## src/rtl/seq_mul_pkg.sv

```systemverilog
// ============================================================================
// Module   : seq_mul_pkg
// Purpose  : Shared state encoding and width-generic helpers for seq_mul_param.
// Revision : 1.0 - initial release
// ============================================================================
`default_nettype none

package seq_mul_pkg;

    localparam int MAX_W = 64;
    localparam int IDX_W = $clog2(MAX_W);

    typedef enum logic [1:0] {
        IDLE = 2'd0,
        CALC = 2'd1,
        DONE = 2'd2
    } state_e;

    function automatic logic [MAX_W-1:0] width_mask(input int unsigned w);
        logic [MAX_W-1:0] mask;
        mask = (w >= MAX_W) ? '1 : ((MAX_W'(1) << w) - MAX_W'(1));
        return mask;
    endfunction

    // Most-negative input maps to 2^(w-1), which still fits w unsigned bits.
    function automatic logic [MAX_W-1:0] abs_val(input logic [MAX_W-1:0] value,
                                                 input int unsigned     w,
                                                 input logic            signed_flag);
        logic [MAX_W-1:0] res;
        if (signed_flag && value[IDX_W'(w - 1)]) begin
            res = (~value + MAX_W'(1)) & width_mask(w);
        end else begin
            res = value & width_mask(w);
        end
        return res;
    endfunction

    function automatic logic [MAX_W-1:0] neg2w(input logic [MAX_W-1:0] value,
                                               input int unsigned     w);
        logic [MAX_W-1:0] res;
        res = (~value + MAX_W'(1)) & width_mask(w);
        return res;
    endfunction

endpackage

`default_nettype wire

```

## src/rtl/seq_mul_param_if.sv

```systemverilog
// ============================================================================
// Module   : seq_mul_param_if
// Purpose  : Load/ready request and valid/ack result bundle of seq_mul_param.
// Revision : 1.0 - initial release
// ============================================================================
`default_nettype none

interface seq_mul_param_if #(
    parameter int WIDTH = 4
) ();
    logic               load;
    logic [WIDTH-1:0]   a;
    logic [WIDTH-1:0]   b;
    logic               signed_mode;
    logic               ack_in;
    logic [2*WIDTH-1:0] op;
    logic               ready_out;
    logic               valid_out;
    logic               busy_out;

    modport master (
        output load, a, b, signed_mode, ack_in,
        input  op, ready_out, valid_out, busy_out
    );

    modport slave (
        input  load, a, b, signed_mode, ack_in,
        output op, ready_out, valid_out, busy_out
    );
endinterface

`default_nettype wire

```

## src/rtl/seq_mul_dp.sv

```systemverilog
// ============================================================================
// Module   : seq_mul_dp
// Purpose  : Shift-add datapath (accumulator, shifters, counter, sign flag).
//            Macro EARLY_TERM_EN: finish once the multiplier runs out of ones.
// Revision : 1.0 - initial release
// ============================================================================
`default_nettype none

module seq_mul_dp
    import seq_mul_pkg::*;
#(
    parameter int WIDTH = 4
) (
    input  wire logic               clk,
    input  wire logic               rst_a,
    input  wire logic               start,
    input  wire logic               step,
    input  wire logic [WIDTH-1:0]   a,
    input  wire logic [WIDTH-1:0]   b,
    input  wire logic               signed_mode,
    output logic                    last,
    output logic [2*WIDTH-1:0]      prod
);
    localparam int              PW       = 2 * WIDTH;
    localparam int              CNT_W    = $clog2(WIDTH);
    localparam logic [CNT_W-1:0] CNT_LAST = CNT_W'(WIDTH - 1);

    logic [PW-1:0]    mcand_q, mcand_d;
    logic [WIDTH-1:0] mplier_q, mplier_d;
    logic [PW-1:0]    acc_q, acc_d;
    logic [CNT_W-1:0] cnt_q, cnt_d;
    logic             neg_q, neg_d;

    logic [WIDTH-1:0] w_abs_a;
    logic [WIDTH-1:0] w_abs_b;
    logic [WIDTH-1:0] w_mplier_shift;

    assign w_abs_a        = WIDTH'(abs_val(MAX_W'(a), WIDTH, signed_mode));
    assign w_abs_b        = WIDTH'(abs_val(MAX_W'(b), WIDTH, signed_mode));
    assign w_mplier_shift = mplier_q >> 1;

    // Multiplicand is pre-shifted each step, equivalent to shifting by the counter.
    always_comb begin
        mcand_d  = mcand_q;
        mplier_d = mplier_q;
        acc_d    = acc_q;
        cnt_d    = cnt_q;
        neg_d    = neg_q;
        if (start) begin
            mcand_d  = PW'(w_abs_a);
            mplier_d = w_abs_b;
            acc_d    = '0;
            cnt_d    = '0;
            neg_d    = signed_mode & (a[WIDTH-1] ^ b[WIDTH-1]);
        end else if (step) begin
            acc_d    = acc_q + (mplier_q[0] ? mcand_q : '0);
            mcand_d  = mcand_q << 1;
            mplier_d = w_mplier_shift;
            cnt_d    = cnt_q + CNT_W'(1);
        end
    end

`ifdef EARLY_TERM_EN
    assign last = step && ((cnt_q == CNT_LAST) || (w_mplier_shift == '0));
`else
    assign last = step && (cnt_q == CNT_LAST);
`endif

    // Signed result is taken from the accumulator value being written this edge.
    assign prod = neg_q ? PW'(neg2w(MAX_W'(acc_d), PW)) : acc_d;

    always_ff @(posedge clk or negedge rst_a) begin
        if (!rst_a) begin
            mcand_q  <= '0;
            mplier_q <= '0;
            acc_q    <= '0;
            cnt_q    <= '0;
            neg_q    <= 1'b0;
        end else begin
            mcand_q  <= mcand_d;
            mplier_q <= mplier_d;
            acc_q    <= acc_d;
            cnt_q    <= cnt_d;
            neg_q    <= neg_d;
        end
    end

endmodule

`default_nettype wire

```

## src/rtl/seq_mul_param.sv

```systemverilog
// ============================================================================
// Module   : seq_mul_param
// Purpose  : Parametrised sequential shift-add multiplier, unsigned or signed.
//            Optional macro EARLY_TERM_EN shortens CALC for small multipliers.
// Revision : 1.0 - initial release
// ============================================================================
`default_nettype none

module seq_mul_param
    import seq_mul_pkg::*;
#(
    parameter int WIDTH = 4
) (
    input  wire logic       clk,
    input  wire logic       rst_a,
    seq_mul_param_if.slave  bus
);
    localparam int PW = 2 * WIDTH;

    state_e         state_q, state_d;
    logic [PW-1:0]  op_q, op_d;
    logic           ready_q, ready_d;
    logic           valid_q, valid_d;
    logic           busy_q, busy_d;

    logic           w_start;
    logic           w_step;
    logic           w_last;
    logic [PW-1:0]  w_prod;

    assign w_start = (state_q == IDLE) && bus.load;
    assign w_step  = (state_q == CALC);

    seq_mul_dp #(
        .WIDTH (WIDTH)
    ) u_dp (
        .clk         (clk),
        .rst_a       (rst_a),
        .start       (w_start),
        .step        (w_step),
        .a           (bus.a),
        .b           (bus.b),
        .signed_mode (bus.signed_mode),
        .last        (w_last),
        .prod        (w_prod)
    );

    always_comb begin
        state_d = state_q;
        op_d    = op_q;
        case (state_q)
            IDLE: if (bus.load) state_d = CALC;
            CALC: begin
                if (w_last) begin
                    state_d = DONE;
                    op_d    = w_prod;
                end
            end
            DONE: if (bus.ack_in) state_d = IDLE;
            default: state_d = IDLE;
        endcase
        // Status flags are registered copies of the next state.
        ready_d = (state_d == IDLE);
        busy_d  = (state_d == CALC);
        valid_d = (state_d == DONE);
    end

    always_ff @(posedge clk or negedge rst_a) begin
        if (!rst_a) begin
            state_q <= IDLE;
            op_q    <= '0;
            ready_q <= 1'b1;
            valid_q <= 1'b0;
            busy_q  <= 1'b0;
        end else begin
            state_q <= state_d;
            op_q    <= op_d;
            ready_q <= ready_d;
            valid_q <= valid_d;
            busy_q  <= busy_d;
        end
    end

    assign bus.op        = op_q;
    assign bus.ready_out = ready_q;
    assign bus.valid_out = valid_q;
    assign bus.busy_out  = busy_q;

endmodule

`default_nettype wire

```

## src/flat_wrapper.sv

```systemverilog
// flat-port wrapper written by rule: the top's interface ports become plain ports
module seq_mul_param_flat import seq_mul_pkg::*;
#(
    parameter int WIDTH = 4
)
  (clk, rst_a, bus_load, bus_a, bus_b, bus_signed_mode, bus_ack_in, bus_op, bus_ready_out, bus_valid_out, bus_busy_out);
  seq_mul_param_if #(.WIDTH(WIDTH)) bus_i ();
  input  wire logic clk;
  input  wire logic rst_a;
  input wire logic [$bits(bus_i.load)-1:0] bus_load;
  input wire logic [$bits(bus_i.a)-1:0] bus_a;
  input wire logic [$bits(bus_i.b)-1:0] bus_b;
  input wire logic [$bits(bus_i.signed_mode)-1:0] bus_signed_mode;
  input wire logic [$bits(bus_i.ack_in)-1:0] bus_ack_in;
  output wire logic [$bits(bus_i.op)-1:0] bus_op;
  output wire logic [$bits(bus_i.ready_out)-1:0] bus_ready_out;
  output wire logic [$bits(bus_i.valid_out)-1:0] bus_valid_out;
  output wire logic [$bits(bus_i.busy_out)-1:0] bus_busy_out;
  assign bus_i.load = bus_load;
  assign bus_i.a = bus_a;
  assign bus_i.b = bus_b;
  assign bus_i.signed_mode = bus_signed_mode;
  assign bus_i.ack_in = bus_ack_in;
  assign bus_op = bus_i.op;
  assign bus_ready_out = bus_i.ready_out;
  assign bus_valid_out = bus_i.valid_out;
  assign bus_busy_out = bus_i.busy_out;
  seq_mul_param #(.WIDTH(WIDTH)) u_core (.clk(clk), .rst_a(rst_a), .bus(bus_i));
endmodule
```

## config.mk

```make
export PLATFORM = sky130hd
export DESIGN_NAME = seq_mul_param_flat
export DESIGN_NICKNAME = d
export VERILOG_FILES = /design/src/rtl/seq_mul_pkg.sv /design/src/rtl/seq_mul_param_if.sv /design/src/rtl/seq_mul_dp.sv /design/src/rtl/seq_mul_param.sv /design/src/flat_wrapper.sv
export SDC_FILE = /design/constraint.sdc
export NUM_CORES = 1
export LEC_CHECK = 0
export CORE_MARGIN = 2
export CORE_UTILIZATION = 40
export CTS_BUF_LIST = sky130_fd_sc_hd__clkbuf_16
export DETAILED_ROUTE_END_ITERATION = 12
export HOLD_SLACK_MARGIN = 0.05
export PLACE_DENSITY_LB_ADDON = 0.1
export SLEW_MARGIN = 5
export SYNTH_ARGS = -nofsm -noshare
export SYNTH_HDL_FRONTEND = slang
export SYNTH_SLANG_ARGS = --single-unit
```

## constraint.sdc

```tcl
create_clock -name clk -period 3.47 [get_ports clk]
set_input_delay 0.347 -clock clk [delete_from_list [all_inputs] [get_ports clk]]
set_output_delay 0.347 -clock clk [all_outputs]
set_load 0.01 [all_outputs]
```

# Word level (Yosys, flattened, before mapping)
# Index checks and enable logic that the tools add are counted.
# totals
register_bits	36
input_bits	13
wordCells	49
# op_classes
n_addsub	5
n_eq_ne	5
mux	16
bitwise	5
n_reduce_logical	8
# op_table
cell	n
8-bit two-way mux	6
4-bit two-way mux	4
2-bit two-way mux	5
4-bit by 1-bit adder with 4-bit output, second input constant	2
8-bit by 1-bit adder with 8-bit output, second input constant	1
8-bit adder	1
4-bit NOT	2
8-bit NOT	1
2-bit equality test, second input constant	3
2-bit one-hot mux with 3 select lines	1
2-bit by 1-bit equality test with 1-bit output, second input constant	2
1-bit logical AND	4
2-bit zero test	2
2-bit by 1-bit adder with 2-bit output, second input constant	1
2-bit AND reduction	1
2-bit nonzero test	1
1-bit AND	1
1-bit XOR	1

# Longest topological paths before layout
# Gate-level depths: netlist of run 1.
# depth
depth_word	7
mapped_depth	10
mapped_depth_nobuf	9

# Hierarchy
# Synthesis of run 1 repeated with hierarchy kept, for this count alone.
# hier_totals
cells_unflattened	208
hier_area_um2	2153.3
# modules_own_cells
mod	instances	cells_per_inst	area_each_um2	seq_area_each_um2
seq_mul_dp	1	175	1650.3	575.6
seq_mul_param	1	33	503.0	326.6

# Worst setup path before layout of run 1
# No wires, ideal clock.
# synth_timing
kind	reg2reg
startpoint	reg u_core.u_dp.mplier_q[0]
endpoint	reg u_core.op_q[5] (netlist: u_core.bus.op[5])
setup_time_ps	92
arrival_ps	2574
required_ps	3378
setup_slack_ps	804
stages_incl_launch_ff	11
period_less_slack_ps	2666
cell_sequence	dfrtp_1 buf_1 and2_1 ha_1 fa_1 a211o_1 a21oi_2 o21ai_2 or3_4 and3_4 o31ai_2
# synth_via
elab_chain_len	7
# synth_lines
element	line_no	rtl
start: declaration	seq_mul_dp.sv:29	logic [WIDTH-1:0] mplier_q, mplier_d;
start signal: assignment	seq_mul_dp.sv:81	mplier_q <= mplier_d;
8-bit two-way mux	seq_mul_dp.sv:56	acc_d = acc_q + (mplier_q[0] ? mcand_q : '0);
8-bit adder	seq_mul_dp.sv:56	
8-bit two-way mux	seq_mul_dp.sv:55	end else if (step) begin
8-bit two-way mux	seq_mul_dp.sv:49	if (start) begin
named net u_core.u_dp.acc_d[4]	seq_mul_dp.sv:30	logic [PW-1:0] acc_q, acc_d;
8-bit NOT	seq_mul_pkg.sv:41	res = (~value + MAX_W'(1)) & width_mask(w);
8-bit by 1-bit adder with 8-bit output	seq_mul_pkg.sv:41	
8-bit two-way mux	seq_mul_dp.sv:70	assign prod = neg_q ? PW'(neg2w(MAX_W'(acc_d), PW)) : acc_d;
end signal: assignment	seq_mul_param.sv:77	op_q <= op_d;
end: declaration	seq_mul_param.sv:21	logic [PW-1:0] op_q, op_d;
# The timed path passes the listed nets, and every way through them passes these cells.
# A chain may end at the register's enable or synchronous reset.

# Final worst setup path of run 1
# Ends and elaborated chain as after synthesis.

==> results.toml, run 1 <==
[yosys]
synthCells = 220
synth_seq_area_share_pct = 41.39
synth_top_area_cell = "dfrtp_1"
synth_edf_count = 0
async_flop_share_pct = 100.0
yosysWarnings = 0
synth_top_area_share_pct = 40.18
synth_area_leaders = "dfrtp_1, ha_1, o21ai_0"
syn-cell-area_sq_mm = 0.002180
synthFlopType = "dfrtp_1"
syn_nets = 245
avgSynthCellArea_sq_um = 9.907
synth_seq_cells = 36
synth_cell_type_count = 57

[die]
row_count = 26
core_area_sq_mm = 0.005172
die_area_sq_mm = 0.006055
io-pin-count = 24
die_h_um = 77.82
start_util_pct = 42.14
die_w_um = 77.82

[global_routing]
antenna_found_initial = 0
track_usage_pct = 17.43
grt_pass1_wl_um = 8335
grt_pass1_vias = 1709
grt_max_degree = 37
grt_overflow_total = 0

[setup_path]
start_kind = "flop"
critPathKind = "flop to flop"
rrSetupSlack_ns = 0.68
cp-endpoint = "u_core.bus.op[5]"
r2r_start = "u_core.u_dp.mplier_q[0]"
cp_data_required_time_ns = 3.65
critPathCaptureType = "flop"
critPathLaunch = "u_core.u_dp.mplier_q[0]"
cp_max_fo = 11
r2r-end = "u_core.bus.op[5]"
cp.arrival_ns = 2.97
reg2reg_depth = 9

[cts]
cts_sinks = 36
h-tree-depth = 2
cts_tree = "done"
cts-buffers-inserted = 5
cts_max_path_buffers = 2
cts_resized = 0
cts_hold_buf = 0
post_cts_buffers = 0
clk_pin_slew_ns = 0.06
root_buffer = "clkbuf_16"
insertion_delay_ns = 0.28

[sta]
clock_skew_ns = 0.005218
report.final.slew_viol_count = 0
finalHoldViolations = 0
setup_viol = 0
worstMarginPinSlew_ns = 0.8125
clock.fmax_mhz = 358.8
final.min_clock_period_ns = 2.787
rsz0062_at_grt = "false"
maxSlewHeadroom_pct = 45.83
finalCritPeriodShare_pct = 80.31
fin_tns_setup_ns = 0

[placement]
io_buffers = 23
dp_hpwl_um = 3321
dpl.cell_count = 305
gp_congestion = 0.8361

[pwr]
leakage_nw = 1.195
ir_drop_v = 0.0003371
powerDensity_mw_per_mm2 = 889.6

[detailed_routing]
vias_per_cell = 5.422
drtIter0Drc = 92
finalWirelength_um = 4739
routed-via-count = 1697
drc = 0
ant_nets = 0
wl_per_cell_um = 15.14
first_pass_iters = 5

[final_layout]
fin_util_pct = 50.63
seq_area_sq_um = 902.1
n_fill_cell = 477
multiInputGateArea_sq_mm = 0.001195
final_cells = 313
area_growth_pct = 20.15
drive_above_1_share_pct = 10.29
final_common_cell = "dfrtp_1"
layout_common_cells = "dfrtp_1, o21ai_0, clkdlybuf4s50_1"
diodes = 0
num-nets-final = 267

[hold_path]
hp-class = "primary input to async pin"

[status]
status = "complete, no violations"

[flow_run]
cap_violations = 0
## cells by family after synthesis
kind of cell	after synthesis	share of synthesized area, %
flops	36	41.39
compound gates	80	27.27
buf+inv	19	3.788
xor+xnor	8	3.215
simple gates	63	16.13
mux	2	0.9759
fa+ha+maj	12	7.233
## worst min-delay path by stage
stage                                 from                   end
after floorplan                      rst_a   u_core.bus.busy_out
after global placement    u_core.bus.op[4]      u_core.bus.op[4]
after detailed placement  u_core.bus.op[3]      u_core.bus.op[3]
after CTS                            rst_a      u_core.bus.op[5]
after global routing                 rst_a  u_core.u_dp.cnt_q[1]
final                                rst_a      u_core.bus.op[5]
## state kept, by name (all words and copies together) (netlist names)
name	cells
u_core.bus.busy_out	1
u_core.bus.op	8
u_core.bus.ready_out	1
u_core.bus.valid_out	1
u_core.state_q	2
u_core.u_dp.acc_q	8
u_core.u_dp.cnt_q	2
u_core.u_dp.mcand_q	8
u_core.u_dp.mplier_q	4
u_core.u_dp.neg_q	1
## worst max-delay path: stages (launching register included)
cell,delay (ns)
dfrtp_1,0.47
and2_1,0.19
ha_1,0.23
fa_1,0.44
a211o_1,0.32
a21oi_2,0.14
o21ai_2,0.10
or3_4,0.42
and3_4,0.19
o31ai_2,0.20
## per-layer routing
| metal | up-vias | track usage [%] | wire [um] |
|---|---|---|---|
| met5 | - | 0 | 0 |
| met4 | 0 | 6.786 | 79 |
| met3 | 4 | 4.186 | 180 |
| met2 | 38 | 25.60 | 2084 |
| met1 | 797 | 24.67 | 2394 |
| li1 | 858 | - | - |
## where the power goes
group | internal (mW) | switching (mW) | leakage (nW) | total, mW
registers | 0.597 | 0.176 | 0.468 | 0.773
clock network | 0.335 | 0.168 | 0.0850 | 0.503
logic | 0.484 | 0.570 | 0.642 | 1.05
## synthesized netlist by cell type (all sizes together), types with 2 or more instances
library cell	number
buf	3
a22oi	15
o21ai	25
o21a	4
or2	2
o31ai	3
nand2	20
ha	11
o211ai	3
or3	2
inv	9
nand3	5
nor2	10
a22o	5
dfrtp	35
nor3	4
and2	9
xor2	7
clkbuf	6
o2111ai	2
nand2b	4
a32oi	2
and3	2
a21oi	9
a211oi	4
a211o	2
## stage by stage
step | setup WS (ns) | total power [mW] | cell area [sq um] | hold WS (ns)
2_1_floorplan | 0.8041 | 1.516 | 2180 | 0.05141
3_3_place_gp | 0.7715 | 1.835 | 2455 | 0.4649
3_5_place_dp | 0.7065 | 1.839 | 2455 | 0.4722
4_1_cts | 0.6734 | 2.353 | 2619 | 0.1993
5_1_grt | 0.5214 | 2.532 | 2619 | 0.2301
6_report | 0.6833 | 2.330 | 2619 | 0.1556
## area by class of cell
cell class                 count  area share [%]
tap                           70           3.344
timing repair buffer          24           8.887
multi-input combinational    165           45.63
sequential                    36           34.45
clock buffer                   5           4.778
inverter                      10           1.433
clock inverter                 3           1.481
(Power assumes the default switching activity.)
==> inputs of run 2 (changes only) <==
==> constraint.sdc (replaced) <==
create_clock -name clk -period 2.6 [get_ports clk]
set_input_delay 0.26 -clock clk [delete_from_list [all_inputs] [get_ports clk]]
set_output_delay 0.26 -clock clk [all_outputs]
set_load 0.01 [all_outputs]
==> results.toml, run 2 (synthesis results as in run 1) <==
[setup_path]
r2r_start = "u_core.u_dp.mplier_q[0]"
crit_chain = "and2_1, ha_2, fa_2, a211o_1, a21oi_2, o21ai_4, or3_4, and3_4, o31ai_2"
cp-endpoint = "u_core.bus.op[5]"
reg2reg_depth = 9
critPathKind = "flop to flop"
r2r-end = "u_core.bus.op[5]"
critPathLaunch = "u_core.u_dp.mplier_q[0]"
cp.arrival_ns = 2.74
slowest_stage = "fa_2"
cpPeakStageDelay_ns = 0.40
start_kind = "flop"
rrSetupSlack_ns = 0.05
cp_max_fo = 4
cp_data_required_time_ns = 2.79
critPathCaptureType = "flop"

[final_layout]
diodes = 0
drive_above_1_share_pct = 20.00
seq_area_sq_um = 902.1
final_common_cell = "dfrtp_1"
num-nets-final = 284
n_fill_cell = 444
layout_common_cells = "dfrtp_1, o21ai_0, clkdlybuf4s50_1"
fin_util_pct = 54.28
multiInputGateArea_sq_mm = 0.001257
final_cells = 330
area_growth_pct = 28.82
fin_area_sq_mm = 0.002808

[placement]
placed_area_sq_mm = 0.002555
dpl.cell_count = 318
dp_hpwl_um = 3447
pre_cts_slack_ns = 0.05402
gp_congestion = 0.8272
io_buffers = 23

[global_routing]
grt_pass1_wl_um = 8211
track_usage_pct = 16.93
grt_pass1_vias = 1757
antenna_found_initial = 0
grt_max_degree = 37
grt_overflow_total = 0

[cts]
cts-buffers-inserted = 5
cts_hold_buf = 0
root_buffer = "clkbuf_16"
cts_max_path_buffers = 2
h-tree-depth = 2
cts_tree = "done"
cts_sinks = 36
insertion_delay_ns = 0.28
clk_pin_slew_ns = 0.06

[detailed_routing]
drc = 0
ant_nets = 0
drtIter0Drc = 76
finalWirelength_um = 4911
routed-via-count = 1832
first_pass_iters = 4
vias_per_cell = 5.552
wl_per_cell_um = 14.88

[sta]
clock.fmax_mhz = 392.4
rsz0062_at_grt = "true"
final.min_clock_period_ns = 2.549
finalCritPeriodShare_pct = 98.02
report.final.slew_viol_count = 0
finalHoldViolations = 0
whs_ns = 0.07954
maxSlewHeadroom_pct = 44.72
worstMarginPinSlew_ns = 0.8291
clock_skew_ns = 0.007733
fin_tns_setup_ns = 0
setup_viol = 0
setup_ws_ns = 0.05137

[die]
die_h_um = 77.82
die_w_um = 77.82
start_util_pct = 42.14
row_count = 26
die_area_sq_mm = 0.006055
core_area_sq_mm = 0.005172
io-pin-count = 24

[pwr]
leakage_nw = 1.275
total_power_mw = 3.341
ir_drop_v = 0.0005229
powerDensity_mw_per_mm2 = 1190

[flow_run]
cap_violations = 0

[status]
status = "complete, no violations"

[hold_path]
hp-class = "primary input to async pin"
## run 2: cell count changes in the layout (fill, tap and decap cells not counted), moves of 2 or more
cell	before	now
buf_4	1	18
ha_1	11	8
a21oi_2	1	3
ha_2	0	3
clkinv_1	1	3
a21oi_1	8	6
## run 2: report_power, final
| part | total (mW) | switching [mW] | internal [mW] |
|---|---|---|---|
| Clock | 0.665 | 0.220 | 0.445 |
| Combinational | 1.67 | 0.876 | 0.793 |
| Sequential | 1.01 | 0.213 | 0.792 |
| Total | 3.34 | 1.31 | 2.03 |
## run 2: area by class of cell
class / count / area share, %
clock buffer: 5 / 4.456
clock inverter: 3 / 1.337
inverter: 10 / 1.337
multi-input combinational: 165 / 44.79
sequential: 36 / 32.13
tap: 70 / 3.119
timing repair buffer: 41 / 12.83
## run 2: worst min path at each step
stage | startpoint | end | slack [ns] | cells after the start
2_1_floorplan | rst_a | u_core.bus.busy_out | -0.04 | 0
3_3_place_gp | rst_a | u_core.bus.op[7] | 0.41 | 1
3_5_place_dp | rst_a | u_core.bus.op[5] | 0.41 | 1
4_1_cts | rst_a | u_core.bus.op[5] | 0.11 | 1
5_1_grt | rst_a | u_core.bus.op[5] | 0.16 | 1
6_report | rst_a | u_core.bus.op[5] | 0.08 | 1
## run 2: metal layers
metal | vias to the layer above | track usage [%] | wire (um)
met5 | - | 0 | 0
met4 | 0 | 5.179 | 70
met3 | 8 | 3.372 | 145
met2 | 43 | 26.55 | 2304
met1 | 891 | 23.57 | 2390
li1 | 890 | - | -
## run 2: critical path: cells and delay by family, from the launching register on
kind	cells	cell delay, ns
AO/OA/AOI/OAI	4	0.77
AND/OR/NAND/NOR	3	0.71
adder cells (fa/ha/maj)	2	0.58
flip-flops	1	0.39
## run 2: what timing repair did
item	4_1_cts	5_1_grt
resized for setup	0	13
endpoints found under the hold margin	0	0
setup buffers	0	4
setup endpoints to repair	0	3
